## config.mk

```make
export PLATFORM = sky130hd
export DESIGN_NAME = load_ext_ctrl_flat
export DESIGN_NICKNAME = d
export VERILOG_FILES = /design/src/rtl/ldext_pkg.sv /design/src/rtl/load_ext_ctrl_if.sv /design/src/rtl/ldext_align.sv /design/src/rtl/load_ext_ctrl.sv /design/src/flat_wrapper.sv
export SDC_FILE = /design/constraint.sdc
export NUM_CORES = 1
export LEC_CHECK = 0
export ABC_AREA = 1
export BUFFER_PORTS_ARGS = -buffer_cell sky130_fd_sc_hd__buf_2
export CORE_MARGIN = 2
export CORE_UTILIZATION = 29
export DETAILED_ROUTE_END_ITERATION = 10
export GPL_ROUTABILITY_DRIVEN = 0
export GPL_TIMING_DRIVEN = 0
export MAX_ROUTING_LAYER = met4
export PLACE_DENSITY = 0.58
export SYNTH_ARGS = -nofsm -noshare
export SYNTH_HDL_FRONTEND = slang
export SYNTH_SLANG_ARGS = --single-unit
```

## constraint.sdc

```tcl
create_clock -name clk -period 1.7 [get_ports clk]
set_input_delay 0.17 -clock clk [delete_from_list [all_inputs] [get_ports clk]]
set_output_delay 0.17 -clock clk [all_outputs]
set_load 0.1 [all_outputs]
```

## src/rtl/ldext_pkg.sv

```systemverilog
// Shared encodings for the sub-word load sequencer: access sizes, FSM states, default timeout.
// Optional build macro LOAD_EXT_UNALIGNED_TRAP_EN enables the misalignment trap in load_ext_ctrl.
package ldext_pkg;

    localparam logic [1:0] SZ_BYTE = 2'b00;
    localparam logic [1:0] SZ_HALF = 2'b01;
    localparam logic [1:0] SZ_WORD = 2'b10;

    localparam int TIMEOUT_DEFAULT = 16;

    typedef enum logic [1:0] {
        IDLE  = 2'd0,
        ISSUE = 2'd1,
        WAIT  = 2'd2,
        RESP  = 2'd3
    } LdState;

    // Encoding 2'b11 behaves as a word access, so it traps like one.
    function automatic logic isMisaligned(input logic [1:0] size, input logic [1:0] addrLo);
        logic bad;
        bad = 1'b0;
        case (size)
            SZ_BYTE: bad = 1'b0;
            SZ_HALF: bad = addrLo[0];
            default: bad = (addrLo != 2'b00);
        endcase
        return bad;
    endfunction

endpackage

```

## src/rtl/load_ext_ctrl_if.sv

```systemverilog
// Request, data-memory and response signals of the load sequencer.
// master is the sequencer's view; slave is the surrounding pipeline/memory view.
interface load_ext_ctrl_if;

    logic        req_valid;
    logic        req_ready;
    logic [31:0] req_addr;
    logic [1:0]  req_size;
    logic        req_signed;
    logic [4:0]  req_rd;

    logic        mem_rd_en;
    logic [31:0] mem_addr;
    logic        mem_rvalid;
    logic [31:0] mem_rdata;

    logic        rsp_valid;
    logic        rsp_ready;
    logic [31:0] rsp_data;
    logic [4:0]  rsp_rd;
    logic        rsp_err;

    logic        busy;

    modport master (
        input  req_valid, req_addr, req_size, req_signed, req_rd,
        input  mem_rvalid, mem_rdata,
        input  rsp_ready,
        output req_ready,
        output mem_rd_en, mem_addr,
        output rsp_valid, rsp_data, rsp_rd, rsp_err,
        output busy
    );

    modport slave (
        output req_valid, req_addr, req_size, req_signed, req_rd,
        output mem_rvalid, mem_rdata,
        output rsp_ready,
        input  req_ready,
        input  mem_rd_en, mem_addr,
        input  rsp_valid, rsp_data, rsp_rd, rsp_err,
        input  busy
    );

endinterface

```

## src/rtl/ldext_align.sv

```systemverilog
// Combinational lane select and sign/zero extension of a little-endian read word.
module ldext_align
    import ldext_pkg::*;
(
    input  logic [31:0] rdata,
    input  logic [1:0]  addrLo,
    input  logic [1:0]  size,
    input  logic        isSigned,
    output logic [31:0] extData
);

    logic [7:0]  lane [4];
    logic [15:0] halfSel;
    logic [7:0]  byteSel;

    for (genvar gi = 0; gi < 4; gi++) begin : g_lane
        assign lane[gi] = rdata[8*gi +: 8];
    end

    always_comb begin
        byteSel = lane[addrLo];
        halfSel = addrLo[1] ? rdata[31:16] : rdata[15:0];
        extData = rdata;
        case (size)
            SZ_BYTE: extData = {{24{isSigned & byteSel[7]}}, byteSel};
            SZ_HALF: extData = {{16{isSigned & halfSel[15]}}, halfSel};
            default: extData = rdata;
        endcase
    end

endmodule

```

## src/rtl/load_ext_ctrl.sv

```systemverilog
// Single-outstanding sub-word load sequencer: issue aligned read, wait (with timeout), extend, respond.
// Build macro LOAD_EXT_UNALIGNED_TRAP_EN: misaligned half/word requests answer immediately with an error.
module load_ext_ctrl
    import ldext_pkg::*;
#(
    parameter int TIMEOUT = TIMEOUT_DEFAULT
) (
    input logic             clk,
    input logic             rst_n,
    load_ext_ctrl_if.master bus
);

    LdState      stateReg;
    LdState      stateNext;
    logic [31:0] addrReg;
    logic [1:0]  sizeReg;
    logic        signedReg;
    logic [4:0]  rdReg;
    logic [7:0]  cntReg;
    logic [31:0] rspDataReg;
    logic        rspErrReg;

    logic [31:0] alignData;
    logic        trap;
    logic        timeoutHit;

`ifdef LOAD_EXT_UNALIGNED_TRAP_EN
    assign trap = isMisaligned(bus.req_size, bus.req_addr[1:0]);
`else
    assign trap = 1'b0;
`endif

    // Counter holds the number of WAIT cycles already spent without read data.
    assign timeoutHit = (cntReg == 8'(TIMEOUT - 1));

    ldext_align u_align (
        .rdata    (bus.mem_rdata),
        .addrLo   (addrReg[1:0]),
        .size     (sizeReg),
        .isSigned (signedReg),
        .extData  (alignData)
    );

    always_comb begin
        stateNext = stateReg;
        case (stateReg)
            IDLE:    if (bus.req_valid) stateNext = trap ? RESP : ISSUE;
            ISSUE:   stateNext = WAIT;
            WAIT:    if (bus.mem_rvalid || timeoutHit) stateNext = RESP;
            RESP:    if (bus.rsp_ready) stateNext = IDLE;
            default: stateNext = IDLE;
        endcase
    end

    always_ff @(posedge clk) begin
        if (!rst_n) begin
            stateReg   <= IDLE;
            addrReg    <= '0;
            sizeReg    <= SZ_BYTE;
            signedReg  <= 1'b0;
            rdReg      <= '0;
            cntReg     <= '0;
            rspDataReg <= '0;
            rspErrReg  <= 1'b0;
        end else begin
            stateReg <= stateNext;
            case (stateReg)
                IDLE: begin
                    if (bus.req_valid) begin
                        addrReg   <= bus.req_addr;
                        sizeReg   <= bus.req_size;
                        signedReg <= bus.req_signed;
                        rdReg     <= bus.req_rd;
                        if (trap) begin
                            rspDataReg <= '0;
                            rspErrReg  <= 1'b1;
                        end
                    end
                end
                ISSUE: begin
                    cntReg <= '0;
                end
                WAIT: begin
                    if (bus.mem_rvalid) begin
                        rspDataReg <= alignData;
                        rspErrReg  <= 1'b0;
                    end else if (timeoutHit) begin
                        rspDataReg <= '0;
                        rspErrReg  <= 1'b1;
                    end else begin
                        cntReg <= cntReg + 8'd1;
                    end
                end
                default: ;
            endcase
        end
    end

    // Every output is a register or a decode of the state register.
    assign bus.req_ready = (stateReg == IDLE);
    assign bus.busy      = (stateReg != IDLE);
    assign bus.mem_rd_en = (stateReg == ISSUE);
    assign bus.mem_addr  = {addrReg[31:2], 2'b00};
    assign bus.rsp_valid = (stateReg == RESP);
    assign bus.rsp_data  = rspDataReg;
    assign bus.rsp_rd    = rdReg;
    assign bus.rsp_err   = rspErrReg;

endmodule

```

## src/flat_wrapper.sv

```systemverilog
// flat-port wrapper written by rule: the top's interface ports become plain ports
module load_ext_ctrl_flat import ldext_pkg::*;
#(
    parameter int TIMEOUT = TIMEOUT_DEFAULT
)
  (clk, rst_n, bus_req_valid, bus_req_addr, bus_req_size, bus_req_signed, bus_req_rd, bus_mem_rvalid, bus_mem_rdata, bus_rsp_ready, bus_req_ready, bus_mem_rd_en, bus_mem_addr, bus_rsp_valid, bus_rsp_data, bus_rsp_rd, bus_rsp_err, bus_busy);
  load_ext_ctrl_if bus_i ();
  input logic clk;
  input logic rst_n;
  input wire logic [$bits(bus_i.req_valid)-1:0] bus_req_valid;
  input wire logic [$bits(bus_i.req_addr)-1:0] bus_req_addr;
  input wire logic [$bits(bus_i.req_size)-1:0] bus_req_size;
  input wire logic [$bits(bus_i.req_signed)-1:0] bus_req_signed;
  input wire logic [$bits(bus_i.req_rd)-1:0] bus_req_rd;
  input wire logic [$bits(bus_i.mem_rvalid)-1:0] bus_mem_rvalid;
  input wire logic [$bits(bus_i.mem_rdata)-1:0] bus_mem_rdata;
  input wire logic [$bits(bus_i.rsp_ready)-1:0] bus_rsp_ready;
  output wire logic [$bits(bus_i.req_ready)-1:0] bus_req_ready;
  output wire logic [$bits(bus_i.mem_rd_en)-1:0] bus_mem_rd_en;
  output wire logic [$bits(bus_i.mem_addr)-1:0] bus_mem_addr;
  output wire logic [$bits(bus_i.rsp_valid)-1:0] bus_rsp_valid;
  output wire logic [$bits(bus_i.rsp_data)-1:0] bus_rsp_data;
  output wire logic [$bits(bus_i.rsp_rd)-1:0] bus_rsp_rd;
  output wire logic [$bits(bus_i.rsp_err)-1:0] bus_rsp_err;
  output wire logic [$bits(bus_i.busy)-1:0] bus_busy;
  assign bus_i.req_valid = bus_req_valid;
  assign bus_i.req_addr = bus_req_addr;
  assign bus_i.req_size = bus_req_size;
  assign bus_i.req_signed = bus_req_signed;
  assign bus_i.req_rd = bus_req_rd;
  assign bus_i.mem_rvalid = bus_mem_rvalid;
  assign bus_i.mem_rdata = bus_mem_rdata;
  assign bus_i.rsp_ready = bus_rsp_ready;
  assign bus_req_ready = bus_i.req_ready;
  assign bus_mem_rd_en = bus_i.mem_rd_en;
  assign bus_mem_addr = bus_i.mem_addr;
  assign bus_rsp_valid = bus_i.rsp_valid;
  assign bus_rsp_data = bus_i.rsp_data;
  assign bus_rsp_rd = bus_i.rsp_rd;
  assign bus_rsp_err = bus_i.rsp_err;
  assign bus_busy = bus_i.busy;
  load_ext_ctrl #(.TIMEOUT(TIMEOUT)) u_core (.clk(clk), .rst_n(rst_n), .bus(bus_i));
endmodule
```

* After elaboration in Yosys (flattened, before gate mapping)
Cells that the tools add are included.
** Storage, ports and cells
- Bits in registers :: 83
- Bits of input ports :: 77
- Output and inout port bits :: 74
- Word-level logic and storage cells :: 49
** Operators by class
- $add $sub $neg :: 1
- Order comparisons :: 1
- Equal/unequal tests :: 10
- Muxes and demuxes :: 16
- Bitwise logic cells :: 3
- Reduce and logical (&&, ||, !) cells :: 10
** Operator list (count)
- 32-bit 2-to-1 mux :: 2
- 32-bit case mux with 2 select lines :: 1
- 8-bit 2-to-1 mux :: 4
- 8-bit binary-select mux with 2-bit select :: 1
- 16-bit 2-to-1 mux :: 1
- 8-bit case mux with 2 select lines :: 1
- 8-bit by 1-bit adder with 8-bit output (second input constant) :: 1
- 8-bit by 4-bit == test with 1-bit output (second input constant) :: 1
- 2-bit != test (second input constant) :: 4
- 2-bit case mux with 4 select lines :: 1
- 2-bit 2-to-1 mux :: 3
- 3-bit AND reduction :: 2
- 2-bit nonzero test :: 3
- 2-bit by 1-bit == test with 1-bit output (second input constant) :: 2
- 2-bit == test (second input constant) :: 2
- 2-bit zero test :: 2
- 2-bit AND reduction :: 2
- 3-bit >= comparator (second input constant) :: 1
- 2-bit inverter with 3-bit output :: 1
- 1-bit AND :: 2
- 1-bit 2-to-1 mux :: 2
- 2-bit by 1-bit != test with 1-bit output (second input constant) :: 1
- 1-bit logical OR :: 1

* Longest topological paths before layout
- Depth after elaboration :: 7
- Gate-level depth with buffers :: 11
- Gate-level depth less buffers :: 10

* By module
From an unflattened synthesis, not the netlist that was laid out.
** Unflattened totals
- Cell total of the unflattened synthesis :: 611
- Area, all modules :: 4346.7 sq um
** By module, submodules not included
- load_ext_ctrl :: instances 1, cells each 458, area an instance 3438.3 sq um, seq. area each 1661.6 sq um
- ldext_align :: instances 1, cells each 153, area an instance 908.4 sq um, seq. area each 0.0 sq um

* Least setup slack after synthesis
OpenSTA, ideal clock, no wires.
- Kind :: reg2reg
- From :: register u_core.stateReg[0]
- To :: register u_core.stateReg[0]
- Setup time :: 0.120 ns
- Arrival time :: 2.713 ns
- Data required time :: 1.580 ns
- Slack :: -1.133 ns
- Stages on the path, launching flop included :: 9
- Path buffers :: 0
- Period minus slack after synthesis :: 2.833 ns
- Cells stage by stage :: dfxtp_1 inv_1 ha_1 inv_1 or2_2 nand2_1 nor2_1 o21ai_0 nor2_1
** Between the ends
- Cells in the longest elaborated chain, start to end :: 3
- Elaborated cells between the ends (all ways) :: 9
- Classes of those cells :: eq/ne (6); mux (1); reduce/logical (2)
** RTL lines
- start, declared :: line load_ext_ctrl.sv:13 : LdState stateReg;
- start signal, assigned :: line load_ext_ctrl.sv:66 : stateReg <= stateNext;
- 2-bit zero test *
- named net bus_req_ready :: line flat_wrapper.sv:18 : output wire logic [$bits(bus_i.req_ready)-1:0] bus_req_ready;
- 2-bit != test (no source line)
- 3-bit AND reduction (no source line)
The timed path passes the listed nets; every way through them passes the cells marked *.
A chain may end at the register's enable or synchronous reset.

* Worst setup path in the final report
- From :: register u_core.stateReg[0]
- To :: register u_core.cntReg[5]
** Between the ends
- Cells in the longest elaborated chain, start to end :: 3
- Elaborated cells between the ends (all ways) :: 7
- Classes of those cells :: eq/ne (4); mux (1); reduce/logical (2)
** RTL lines
- 2-bit == test / 2-bit by 1-bit == test with 1-bit output (equally long branches) :: line load_ext_ctrl.sv:67 : case (stateReg)
- 2-bit != test (no source line) / 2-bit nonzero test (equally long branches)
- 3-bit AND reduction (no source line)
- end signal, assigned :: line load_ext_ctrl.sv:91 : cntReg <= cntReg + 8'd1;
- end, declared :: line load_ext_ctrl.sv:19 : logic [7:0] cntReg;
Parallel ways exist; a longest one is shown, timed or not.

==> impl_metrics.py <==
metrics = {
    "place": {
        "hpwlAfterDp_mm": 9.370,
        "placed_cell_area_mm2": 0.005147,
        "io_buffer_count": 148,
    },
    "synthesis": {
        "synth-seq-area-share_pct": 40.02,
        "synthAdderAreaFrac_pct": 1.507,
        "synth_area_per_cell_um2": 6.885,
        "synth_xor_area_share_pct": 0.2110,
        "yosysUniqueCellTypes": 30,
        "yosysWarningCount": 0,
        "synth_top_area_share_pct": 40.02,
        "synth_seq_cells": 83,
        "synth_top_family_by_area": "simple AND/OR/NAND/NOR gates",
        "synth_area_leaders": "dfxtp_1 (40%), nor2_1 (12%), nand2_1 (9.7%)",
        "syn_inst": 603,
        "syn_area_mm2": 0.004151,
        "muxShareOfSynthArea_pct": 0,
        "synthTopCellsByCount": "nor2_1 (129), nand2_1 (107), dfxtp_1 (83)",
        "synth_edf_count": 0,
        "synth-main-ff-cell": "dfxtp_1",
        "synth.largest_area_cell": "dfxtp_1",
        "async_reset_ff_share_pct": 0,
        "synth-simple-area-share_pct": 32.46,
        "synth-compound-area-share_pct": 13.65,
        "synth_most_common_cell": "nor2_1",
    },
    "critical_path": {
        "rrSetupSlack_ns": 0.1,
        "path_delay_family": "flip-flops",
        "crit_slowest_cell": "dfxtp_2",
        "crit_top_cell": "nor2_1",
        "slowest_delay_ns": 0.34,
        "cp-start-kind": "flop",
        "critPathKind": "flop to flop",
        "cp.required_ns": 1.90,
        "crit_path_max_fanout": 8,
        "crit_arrival_ns": 1.81,
        "path_buf_inv": 3,
        "crit_chain": "inv_2 -> ha_2 -> inv_2 -> nor2_1 -> inv_1 -> o21ai_4 -> nor2_1 -> nor2_1 -> nor2_1",
        "cp.depth": 9,
        "end_kind": "flop",
        "r2r_cells": 9,
    },
    "global_route": {
        "grt_pass1_vias": 3920,
        "grt_max_degree": 16,
        "grt_usage_pct": 16.61,
        "grt_pass1_wl_mm": 18.89,
        "antenna_found_initial": 2,
        "grt_overflow": 0,
    },
    "drt": {
        "first_pass_iters": 4,
        "routed_via_density": 4.483,
        "wl_mm": 12.14,
        "ant_nets": 0,
        "drtIter0Drc": 223,
        "avgRoutedWirePerCell_um": 12.77,
        "vias": 4259,
        "drc": 0,
    },
    "power_and_ir_drop": {
        "power_density_mw_per_mm2": 1810,
        "p_leak_uw": 0.002639,
        "clkPwrFrac_pct": 20.3,
        "pwr-share-seq_pct": 25.5,
        "p_sw_uw": 5259,
        "power_frac_comb_pct": 54.2,
        "switching_share_pct": 52.49,
        "ir_drop_mv": 1.127,
        "p_int_uw": 4759,
    },
    "final_layout": {
        "area_growth_pct": 33.33,
        "design_area_mm2": 0.005535,
        "fin_util_pct": 39.72,
        "nets": 845,
        "drive_above_1_share_pct": 33.72,
    },
    "worst_hold_path": {
        "worstHoldPathCells": 3,
        "worstHoldPathType": "input pin to flop",
    },
    "sta": {
        "timing.fmax_mhz": 623.2,
        "rsz0062_at_grt": "yes",
        "finalMaxSlewViolations": 0,
        "fin_crit_sh_pct": 94.39,
        "hold_viol": 0,
        "tightest_slew_ns": 0.7704,
        "slew_headroom_pct": 48.64,
        "setup_violations": 0,
        "fin_crit_ns": 1.605,
        "clock_skew_ns": 0.005887,
        "whs_ns": 0.06609,
    },
    "die": {
        "fp.dieW_um": 123.6,
        "start_util_pct": 29.79,
        "coreArea_mm2": 0.01393,
        "ioPinCount": 151,
        "fp.dieArea_mm2": 0.01529,
        "rows": 43,
        "dieHeight_um": 123.6,
    },
    "job": {
        "maxCapViolations": 0,
    },
    "clock_network": {
        "cts_root_buf": "clkbuf_16",
        "htree_num_levels": 3,
        "cts_setup_buffers": 0,
        "cts_sinks": 83,
        "clk_path_buf_depth": 2,
        "cts.clk_slew.worst_paths_ns": 0.07,
        "cts_made_buffers": 9,
        "postCtsHoldBufs": 0,
        "clk_latency_ns": 0.35,
        "cts_tree": "done",
    },
    "outcome": {
        "status": "finished, final reports clean",
    },
}
cells in the final DEF (no fill, tap or decap), types with 2 or more instances in the layout:
cell,count
nor2_4,4
dfxtp_1,79
clkinv_2,2
nand3_1,54
a21oi_1,41
nor3_1,4
diode_2,2
clkbuf_1,20
o21ai_0,50
buf_4,35
clkbuf_16,9
nand2_1,104
clkinvlp_4,3
nand2_4,2
o21ai_1,3
inv_6,2
conb_1,2
nor2_1,126
clkbuf_4,3
buf_2,149
a21oi_2,10
ha_1,3
dfxtp_2,4
nand2_2,15
nand4_1,2
clkbuf_2,2
inv_1,20
inv_2,5
worst paths after layout:
kind,startpoint,endpoint
worst max-delay path,u_core.stateReg[0]$_SDFFE_PN0P_,u_core.cntReg[5]$_SDFFE_PN0P_
worst min register to register,u_core.cntReg[0]$_SDFFE_PN0P_,u_core.cntReg[0]$_SDFFE_PN0P_
worst min-delay path,bus_req_addr[9],u_core.addrReg[9]$_SDFFE_PN0P_
worst max register to register,u_core.stateReg[0]$_SDFFE_PN0P_,u_core.cntReg[5]$_SDFFE_PN0P_
power by group through the flow:
stage          registers (µW)  logic (µW)  clock network (µW)
6_report                 2560        5430                2030
5_1_grt                  2610        5790                2170
4_1_cts                  2560        5410                2100
3_5_place_dp             2600        5380                   0
3_3_place_gp             2590        5390                   0
2_1_floorplan            3330        3770                   0
cell type report:
cell class,instances,area (µm²)
flip-flops and latches,83,1667
inverters,29,122.6
plain buffers,63,406.6
multi-input cells,429,2058
clock inverters,6,71.32
repair buffers,148,740.7
fillers,1530,8399
diodes,2,5.005
well taps,180,225.2
clock buffers,10,239.0
worst min-delay path: cells and delay by family:
kind            cells  cell delay (ns)
buf+inv             1             0.07
compound gates      1             0.07
simple gates        1             0.07
state kept, by name, indices dropped and copies added (netlist names):
register	cells
u_core.bus.rsp_rd	5
u_core.stateReg	2
u_core.cntReg	8
u_core.bus.rsp_err	1
u_core.sizeReg	2
u_core.bus.rsp_data	32
u_core.signedReg	1
u_core.addrReg	32
stage by stage:
stage	cells	TNS (ns)	worst slack (ns)	power (µW)
after floorplan	604	-1.670	-0.3642	7101
after global placement	932	-9.514	-0.2558	7977
after detailed placement	932	-11.22	-0.2560	7982
after CTS	948	0	0.006592	10070
after global routing	950	-0.04465	-0.02158	10580
final	950	0	0.09533	10020
kinds of logic (layout without fill, tap and decap cells):
kind of cell,Yosys count,after routing
AND/OR/NAND/NOR,316,316
XOR/XNOR,1,1
adder cells (fa/ha/maj),5,5
other,1,4
AO/OA/AOI/OAI,105,105
buffers and inverters,92,256
flip-flops,83,83
routing by layer:
layer,up-vias,track usage (%),part of all wire (%)
met5,-,-,0
met3,16,3.709,6.7
met2,129,25.72,45
met4,0,7.173,2.1
met1,1890,20.83,47
li1,2224,-,-
timing repair:
item,CTS,global route
hold endpoints to repair,0,0
endpoints found under the setup margin,70,38
pin swaps,0,1
resized for setup,18,11
Power figures use the tool's default switching activity.
